--- src/rtl/wb_arbiter.sv ---
// Register-file write-port arbiter: merges in-order WB writes with out-of-order
// mul/div results through a small FIFO, with WAW cancellation and bypass.
module wb_arbiter #(
  parameter int unsigned DEPTH = 2
) (
  input  logic        clk,
  input  logic        resetn,
  input  logic        pipe_we,
  input  logic [4:0]  pipe_waddr,
  input  logic [31:0] pipe_wdata,
  input  logic        md_valid,
  input  logic [4:0]  md_waddr,
  input  logic [31:0] md_wdata,
  output logic        md_ready,
  output logic        rf_we,
  output logic [4:0]  rf_waddr,
  output logic [31:0] rf_wdata,
  output logic [31:0] pend_mask
);

  localparam int unsigned PW = (DEPTH > 1) ? $clog2(DEPTH) : 1;
  localparam int unsigned CW = $clog2(DEPTH + 1);
  localparam logic [PW-1:0] LAST_PTR = PW'(DEPTH - 1);
  localparam logic [CW-1:0] FULL_CNT = CW'(DEPTH);

  logic [4:0]       buf_waddr_q [DEPTH];
  logic [4:0]       buf_waddr_d [DEPTH];
  logic [31:0]      buf_wdata_q [DEPTH];
  logic [31:0]      buf_wdata_d [DEPTH];
  logic [DEPTH-1:0] buf_valid_q, buf_valid_d;
  logic [PW-1:0]    rd_ptr_q, rd_ptr_d;
  logic [PW-1:0]    wr_ptr_q, wr_ptr_d;
  logic [CW-1:0]    count_q, count_d;
  logic             rf_we_q, rf_we_d;
  logic [4:0]       rf_waddr_q, rf_waddr_d;
  logic [31:0]      rf_wdata_q, rf_wdata_d;

  logic pipe_sel, md_acc, md_live, buf_empty;
  logic head_valid, head_kill, head_emit, pop, bypass, push;

  function automatic logic [PW-1:0] ptr_inc(input logic [PW-1:0] p);
    return (p == LAST_PTR) ? '0 : p + 1'b1;
  endfunction

  always_comb begin
    pipe_sel   = pipe_we && (pipe_waddr != '0);
    md_ready   = (count_q != FULL_CNT);
    md_acc     = md_valid && md_ready;
    md_live    = md_acc && (md_waddr != '0) && !(pipe_sel && (md_waddr == pipe_waddr));
    buf_empty  = (count_q == '0);
    head_valid = buf_valid_q[rd_ptr_q];
    head_kill  = pipe_sel && (buf_waddr_q[rd_ptr_q] == pipe_waddr);
    // A dead head (stale or killed this cycle) is dropped even while the pipe owns the port.
    pop        = !buf_empty && (!head_valid || head_kill || !pipe_sel);
    head_emit  = !buf_empty && head_valid && !pipe_sel;
    bypass     = md_live && !pipe_sel && buf_empty;
    push       = md_live && !bypass;
  end

  always_comb begin
    buf_waddr_d = buf_waddr_q;
    buf_wdata_d = buf_wdata_q;
    buf_valid_d = buf_valid_q;
    rd_ptr_d    = rd_ptr_q;
    wr_ptr_d    = wr_ptr_q;
    count_d     = count_q;
    rf_we_d     = 1'b0;
    rf_waddr_d  = rf_waddr_q;
    rf_wdata_d  = rf_wdata_q;

    if (pipe_sel) begin
      rf_we_d    = 1'b1;
      rf_waddr_d = pipe_waddr;
      rf_wdata_d = pipe_wdata;
    end else if (head_emit) begin
      rf_we_d    = 1'b1;
      rf_waddr_d = buf_waddr_q[rd_ptr_q];
      rf_wdata_d = buf_wdata_q[rd_ptr_q];
    end else if (bypass) begin
      rf_we_d    = 1'b1;
      rf_waddr_d = md_waddr;
      rf_wdata_d = md_wdata;
    end

    for (int unsigned i = 0; i < DEPTH; i++) begin
      if (pipe_sel && (buf_waddr_q[i] == pipe_waddr)) buf_valid_d[i] = 1'b0;
    end

    if (pop) begin
      buf_valid_d[rd_ptr_q] = 1'b0;
      rd_ptr_d              = ptr_inc(rd_ptr_q);
    end

    if (push) begin
      buf_waddr_d[wr_ptr_q] = md_waddr;
      buf_wdata_d[wr_ptr_q] = md_wdata;
      buf_valid_d[wr_ptr_q] = 1'b1;
      wr_ptr_d              = ptr_inc(wr_ptr_q);
    end

    case ({push, pop})
      2'b10:   count_d = count_q + 1'b1;
      2'b01:   count_d = count_q - 1'b1;
      default: count_d = count_q;
    endcase
  end

  always_ff @(posedge clk or negedge resetn) begin
    if (!resetn) begin
      buf_waddr_q <= '{default: '0};
      buf_wdata_q <= '{default: '0};
      buf_valid_q <= '0;
      rd_ptr_q    <= '0;
      wr_ptr_q    <= '0;
      count_q     <= '0;
      rf_we_q     <= 1'b0;
      rf_waddr_q  <= '0;
      rf_wdata_q  <= '0;
    end else begin
      buf_waddr_q <= buf_waddr_d;
      buf_wdata_q <= buf_wdata_d;
      buf_valid_q <= buf_valid_d;
      rd_ptr_q    <= rd_ptr_d;
      wr_ptr_q    <= wr_ptr_d;
      count_q     <= count_d;
      rf_we_q     <= rf_we_d;
      rf_waddr_q  <= rf_waddr_d;
      rf_wdata_q  <= rf_wdata_d;
    end
  end

  always_comb begin
    pend_mask = '0;
    for (int unsigned i = 0; i < DEPTH; i++) begin
      if (buf_valid_q[i]) pend_mask[buf_waddr_q[i]] = 1'b1;
    end
    pend_mask[0] = 1'b0;
  end

  assign rf_we    = rf_we_q;
  assign rf_waddr = rf_waddr_q;
  assign rf_wdata = rf_wdata_q;

endmodule
--- config.mk ---
export PLATFORM = sky130hd
export DESIGN_NAME = wb_arbiter
export DESIGN_NICKNAME = d
export VERILOG_FILES = /design/src/rtl/wb_arbiter.sv
export SDC_FILE = /design/constraint.sdc
export NUM_CORES = 1
export LEC_CHECK = 0
export ABC_AREA = 1
export CAP_MARGIN = 15
export CORE_ASPECT_RATIO = 0.5
export CORE_MARGIN = 1
export CORE_UTILIZATION = 45
export CTS_BUF_LIST = sky130_fd_sc_hd__clkbuf_16
export CTS_CLUSTER_SIZE = 28
export DETAILED_ROUTE_END_ITERATION = 8
export PLACE_DENSITY = 0.83
export SYNTH_ARGS = -nofsm -noshare
export SYNTH_HDL_FRONTEND = slang
export SYNTH_SLANG_ARGS = --single-unit
export TNS_END_PERCENT = 50
--- constraint.sdc ---
create_clock -name clk -period 2.5 [get_ports clk]
set_input_delay 0.375 -clock clk [delete_from_list [all_inputs] [get_ports clk]]
set_output_delay 0.375 -clock clk [all_outputs]
set_load 0.01 [all_outputs]
==> out/summary.md, run 1 <==
Clocking
* number of clock buffers inserted by TritonCTS: 17
* TritonCTS clock tree: built
* Max H-tree Level: 4
* cell at the root of the clock tree: clkbuf_16
* count of clock tree sinks: 118
* Post-CTS Setup Inserts: 0
* Clock Pin Slew Worst Setup and Hold Paths: 0.05 ns
* clock latency on the worst-skew pair: 0.42 ns
* buffer depth of the longest clock path: 2

Critical path
* Max FO, Critical Path: 8
* capture point of the worst reg-to-reg path: count_q[1]
* type of destination of the critical path: output port
* CP delay by family, top: buffers and inverters
* sum of buffers and inverters on the critical path: 2
* arrival time of data at the critical path endpoint: 2.15 ns
* Critical Path Source Type: flip-flop
* Required @ worst endpoint: 2.12 ns
* path type of the worst setup path: flip-flop to output port
* Critical Path Slowest Stage Cell: clkdlybuf4s50_1
* count of cells along the worst register-to-register path: 14
* Critical R2R Launch: rd_ptr_q
* flop-to-flop setup slack: 0.31 ns
* sequence of cells on the critical path: inv_1 -> nand3_1 -> o21ai_0 -> clkdlybuf4s50_1
* delay of the slowest cell on the worst path: 0.57 ns

Power
* post-layout power: 0.0119 W
* Lkg Pwr: 4.63 nW
* pwr/cell area: 1270 nW/um^2
* maximum resistive drop on vdd: 713 uV

GRT
* Overall Global Routing Usage: 0.286
* maximum number of pins on one net before global-route repair: 67
* wire length of the first global-routing pass: 36.2 mm
* GRT overflow: 0
* number of global-route vias before repair: 7,283
* antenna violations before repair: 0

Timing
* number of hold violations in the final report: 0
* skew final: 0.00723 ns
* Max Transition Viols Final: 0
* time the worst path needs with I/O delays and setup: 2.53 ns
* worst setup slack after layout: -0.0299 ns
* worst hold margin: 0.478 ns
* worst slew margin relative to its limit: 0.597
* portion of the clock cycle consumed by the worst path in the final layout: 1.01
* RSZ-0062 raised after global routing: true
* slew at the pin with the worst max-slew slack: 0.604 ns
* number of setup violations in the final report: 2
* highest attainable clock frequency: 395 MHz

Finish
* fraction of final layout cells with drive strength greater than 1: 0.0957
* share of the core filled with cells: 0.633
* number of nets in the layout: 1,194
* commonest cells after routing, fill and taps aside: 489 x nand2_1, 143 x clkdlybuf4s50_1, 114 x dfrtp_1
* count of inserted antenna diode cells: 0
* relative area change from synthesis to final layout: 34.5%
* leading cell type in the layout, fill and taps excluded: nand2_1

Route
* TritonRoute pass-1 iters: 6
* number of antenna-violating nets in the routed design: 0
* total wire length: 22.3 mm
* Residual DRC: 0
* routed length per placed instance: 16.8 um
* Vias/cell: 5.63
* total vias in the final route: 7,464
* First DRT Iteration DRCs: 860

Placement
* placer congestion estimate: 0.925
* total half-perimeter wirelength after legalization and detailed placement: 14.9 mm
* number of buffer cells added on primary ports: 147

Min path
* endpoint of the worst hold-timing path: buf_wdata_q[14]
* worst min-delay path class: flip-flop to flip-flop
* Hold Path Cell Cnt: 2
* critical hold path startpoint: buf_wdata_q[14]

Die
* initial core utilization: 0.470
* standard-cell row count: 31
* total die area: 16,000 um^2
* die boundary height: 89.9 um
* number of top-level design ports: 149
* Die X: 178 um
* Floorplan Core Area: 14,800 um^2

Synthesis
* flip-flop and latch count after synthesis: 118
* count of cell types in the netlist: 30
* sequential share of the synthesized area: 0.425
* synthesized instance count: 977
* total nets after synthesis: 1,056
* yosys warns: 0
* Avg Inst Size Synth: 7.12 um^2
* area of the mapped netlist: 6950 um^2

Run status
* violated checks: negative setup slack
* outcome: finished with violations

Job
* max-cap viol count: 0

area by class of cell:
class | instances | area, um^2
Multi-Input combinational cell | 755 | 3470
Sequential cell | 118 | 2960
Tap cell | 198 | 248
Fill cell | 1237 | 5430
Clock inverter | 15 | 210
Clock buffer | 17 | 425
Timing Repair Buffer | 193 | 1920
Inverter | 30 | 115
worst reg2reg max path, delay by kind of cell, from the launching register on:
kind	cells	cell delay [ns]
adder cells (fa/ha/maj)	1	0.23
flip-flops	1	0.39
buffers and inverters	3	0.41
XOR/XNOR	1	0.15
AO/OA/AOI/OAI	2	0.22
AND/OR/NAND/NOR	7	0.63
state kept, by name, indices dropped and copies added (netlist names):
register     cells
rf_waddr         5
buf_waddr_q     10
buf_valid_q      2
wr_ptr_q         1
rf_wdata        32
buf_wdata_q     64
count_q          2
rf_we            1
rd_ptr_q         1
layer usage:
layer  part of all wire  vias up  GRT usage
met5                  0        -          0
met4              0.025        0      0.113
met3              0.092       54     0.0605
met2               0.46      415      0.446
met1               0.42     3535      0.388
li1                   -     3460          -
Yosys cell counts, drive strengths merged:
| master | n | area share |
|---|---|---|
| conb | 1 | 0.00054 |
| nor2 | 14 | 0.0083 |
| nand2 | 492 | 0.27 |
| nand4 | 78 | 0.070 |
| clkinv | 1 | 0.00054 |
| xor2 | 10 | 0.013 |
| nor3 | 16 | 0.012 |
| o22ai | 4 | 0.0036 |
| inv | 29 | 0.016 |
| dfrtp | 118 | 0.42 |
| buf | 52 | 0.056 |
| nand3 | 89 | 0.072 |
| a31oi | 1 | 0.00090 |
| o21ai | 34 | 0.024 |
| clkbuf | 22 | 0.012 |
| o211ai | 7 | 0.0083 |
| xnor2 | 4 | 0.0050 |
| a21oi | 4 | 0.0034 |
| ha | 1 | 0.0018 |
worst max path at each step:
stage | from | end | depth (start not counted)
2_1_floorplan | pipe_waddr[0] | count_q[1] | 12
3_3_place_gp | pipe_waddr[2] | count_q[1] | 13
3_5_place_dp | md_waddr[2] | count_q[1] | 10
4_1_cts | buf_waddr_q[8] | pend_mask[10] | 5
5_1_grt | buf_waddr_q[1] | pend_mask[4] | 4
6_report | buf_waddr_q[1] | pend_mask[5] | 4
stage by stage:
stage | std cells | area (um^2) | setup slack [ns] | TNS, ns
after floorplan | 977 | 6950 | 0.439 | 0
after global placement | 1293 | 8640 | 0.108 | 0
after detailed placement | 1293 | 8640 | 0.0932 | 0
after CTS | 1326 | 9300 | -0.0496 | -0.303
after global routing | 1326 | 9350 | -0.0698 | -0.649
final | 1326 | 9350 | -0.0299 | -0.0362
power by group:
| part | switching (W) | internal [W] |
|---|---|---|
| clock | 0.000915 | 0.00175 |
| combinational | 0.00349 | 0.00223 |
| sequential | 0.000665 | 0.00284 |
| total | 0.00507 | 0.00682 |
cells by family (layout without fill, tap and decap cells):
group / count (synthesis) / after routing / share of synthesized area
DFF: 118 / 118 / 0.425
xor gates and xnor gates: 14 / 14 / 0.0176
other: 1 / 1 / 0.000539
adders and majority gates: 1 / 1 / 0.00180
and+or+nand+nor: 689 / 689 / 0.430
AOI/OAI and AO/OA: 50 / 50 / 0.0407
buffers and inverters: 104 / 255 / 0.0844
what timing repair did:
action                                  in CTS  in global routing
endpoints found under the setup margin      16                 31
gates resized for setup                      2                 20
hold endpoints to repair                    38                  0
hold buffers                                 1                  0
Note: power is estimated with default switching activity, not from simulation.
==> run 2, diff against run 1 <==
- TNS_END_PERCENT: 50 -> 20
==> results of run 2 <==
No change in the layout: final DEF, timing and power equal those of run 1.
==> run 3, diff against run 2 <==
- ABC_AREA: 1 -> default
- PLACE_DENSITY: 0.83 -> 0.84
==> run 3 against run 2 <==
  * The flow now finishes without violations
  * Cell area is 6.6% lower
  * Clock-buffer cell count unchanged
  * First-iteration DRC count is 60% lower
  * Die area is 8.5% lower
  * Core utilization up 0.65 points
  * Highest routed layer unchanged
==> out/summary.md, run 3 <==
Finish
* number of nets in the layout: 815
* fraction of final layout cells with drive strength greater than 1: 0.223
* commonest cells after routing, fill and taps aside: 131 x clkdlybuf4s50_1, 108 x dfrtp_1, 78 x nand2_1
* leading cell type in the layout, fill and taps excluded: clkdlybuf4s50_1
* largest reg by FF count: buf_wdata_q
* post-route standard cell area excluding fillers: 8730 um^2
* relative area change from synthesis to final layout: 37.5%
* share of the core filled with cells: 0.639
* flip-flop count of the largest register, all copies and words added: 64

Route
* TritonRoute pass-1 iters: 5
* total vias in the final route: 5,245
* routed length per placed instance: 17.6 um
* First DRT Iteration DRCs: 348
* number of antenna-violating nets in the routed design: 0
* Residual DRC: 0
* Vias/cell: 5.57
* total wire length: 16.6 mm

Synthesis
* Synth top area share: 0.465
* count of cell types in the netlist: 39
* Post-synth ARST share: 1.00
* yosys warns: 0
* Primary FF master, synth: dfrtp_1
* area of the mapped netlist: 6350 um^2
* Avg Inst Size Synth: 10.8 um^2
* library cell with the highest instance count after synthesis: dfrtp_1
* dominant cells by area after synthesis: dfrtp_1 47%, mux2_4 9.0%, mux2_2 6.6%, mux2i_1 5.8%, nand2_1 4.6%
* post-synthesis cell type with the largest combined area: dfrtp_1
* total nets after synthesis: 667
* flip-flop and latch count after synthesis: 118
* top post-synthesis cells by count: 118 x dfrtp_1, 78 x nand2_1, 42 x nor2_1
* number of enable-type register cells in the synthesized netlist: 0
* sequential share of the synthesized area: 0.465
* synthesized instance count: 588

Power
* Lkg Pwr: 3.78 nW
* maximum resistive drop on vdd: 914 uV
* pwr/cell area: 1330 nW/um^2

Clocking
* Clock Pin Slew Worst Setup and Hold Paths: 0.06 ns
* cell at the root of the clock tree: clkbuf_16
* clock latency on the worst-skew pair: 0.41 ns
* TritonCTS clock tree: built
* buffer depth of the longest clock path: 2
* number of clock buffers inserted by TritonCTS: 17
* Max H-tree Level: 4
* count of clock tree sinks: 118

GRT
* wire length of the first global-routing pass: 26.9 mm
* number of global-route vias before repair: 5,319
* maximum number of pins on one net before global-route repair: 47
* GRT overflow: 0
* antenna violations before repair: 1
* Overall Global Routing Usage: 0.233

Run status
* outcome: complete, no violations

Critical path
* type of destination of the critical path: output port
* Critical Path Source Type: flip-flop
* Required @ worst endpoint: 2.12 ns
* Max FO, Critical Path: 8
* path type of the worst setup path: flip-flop to output port
* arrival time of data at the critical path endpoint: 2.07 ns

Timing
* number of setup violations in the final report: 0
* RSZ-0062 raised after global routing: true
* worst setup slack after layout: 0.0592 ns
* time the worst path needs with I/O delays and setup: 2.44 ns
* portion of the clock cycle consumed by the worst path in the final layout: 0.976
* Max Transition Viols Final: 0
* number of hold violations in the final report: 0
* highest attainable clock frequency: 410 MHz
* worst slew margin relative to its limit: 0.611
* slew at the pin with the worst max-slew slack: 0.584 ns
* skew final: 0.00673 ns

Min path
* worst min-delay path class: flip-flop to flip-flop

Die
* total die area: 14,600 um^2
* die boundary height: 86.0 um
* initial core utilization: 0.465
* standard-cell row count: 30
* number of top-level design ports: 149
* Floorplan Core Area: 13,700 um^2
* Die X: 170 um

Placement
* cell area reported after detailed placement: 8110 um^2
* placer congestion estimate: 0.905
* number of buffer cells added on primary ports: 147
* total half-perimeter wirelength after legalization and detailed placement: 11.6 mm
* worst slack at placement: -0.147 ns

Job
* max-cap viol count: 0

run 3: cell count changes after synthesis, moves of 27 or more:
cell,previous run,this run
nand2_1,489,78
nand4_1,78,0
nand3_1,78,8
mux2_4,0,38
a31oi_1,1,38
mux2_2,0,37
mux2i_1,0,37
o21ai_0,34,2
o211ai_1,6,37
nor2_1,12,42
o22ai_1,4,31
run 3: final timing paths:
path	start	to	slack, ns	cells after the start
min in group asynchronous	resetn	rf_wdata[28]	0.51	2
hold / removal	count_q[1]	count_q[1]	0.50	1
setup / recovery	buf_waddr_q[5]	pend_mask[22]	0.06	3
setup reg to reg	rd_ptr_q	count_q[1]	0.31	8
max in group asynchronous	resetn	buf_wdata_q[15]	1.30	3
hold reg to reg	count_q[1]	count_q[1]	0.50	1
run 3: area by class of cell:
cell class | count | area, um^2
timing repair buffer | 186 | 1810
multi-input combinational | 413 | 3130
antenna | 1 | 2.50
sequential | 118 | 2970
fill | 1029 | 4930
clock buffer | 17 | 425
tap | 192 | 240
clock inverter | 15 | 156
run 3: report_power, final:
part | switching, W | total [W] | internal (W) | leakage [nW]
Sequential | 0.000776 | 0.00371 | 0.00294 | 1.37
Clock | 0.000918 | 0.00239 | 0.00147 | 0.279
Combinational | 0.00257 | 0.00552 | 0.00294 | 2.14
Total | 0.00427 | 0.0116 | 0.00735 | 3.78
run 3: cells by family after synthesis:
family / synth area share
AO/OA/AOI/OAI: 0.125
XOR/XNOR: 0.0331
adder cells (fa/ha/maj): 0.00197
buffers and inverters: 0.0457
flip-flops: 0.465
multiplexers: 0.214
other: 0.000591
AND/OR/NAND/NOR: 0.114
run 3: what timing repair did:
action                     in CTS  in global routing
hold endpoints to repair       41                  0
setup endpoints to repair      16                 12
hold buffers                    1                  0
buffers inserted                0                  2
gates resized for setup        19                  7
pin swaps                       0                  2
run 3: worst max-delay path, cell delays in order, from the launching register on:
cell and delay [ns]:
dfrtp_2 0.46, nand3b_1 0.36, o22ai_1 0.27, clkdlybuf4s50_1 0.57
run 3: metal layers:
layer  share of wire  track usage  vias up
li1                -            -     2438
met1            0.44        0.296     2606
met2            0.49        0.396      171
met3           0.044       0.0489       30
met4           0.019       0.0876        0
met5               0            0        -
run 3: per-stage QoR:
stage | cells | setup TNS [ns] | hold WS, ns | total power [W]
after floorplan | 588 | 0 | 0.0794 | 0.00724
after global placement | 906 | -5.89 | 0.408 | 0.00891
after detailed placement | 906 | -8.86 | 0.407 | 0.00917
after CTS | 939 | 0 | 0.497 | 0.0116
after global routing | 941 | -0.0337 | 0.516 | 0.0123
final | 942 | 0 | 0.501 | 0.0116
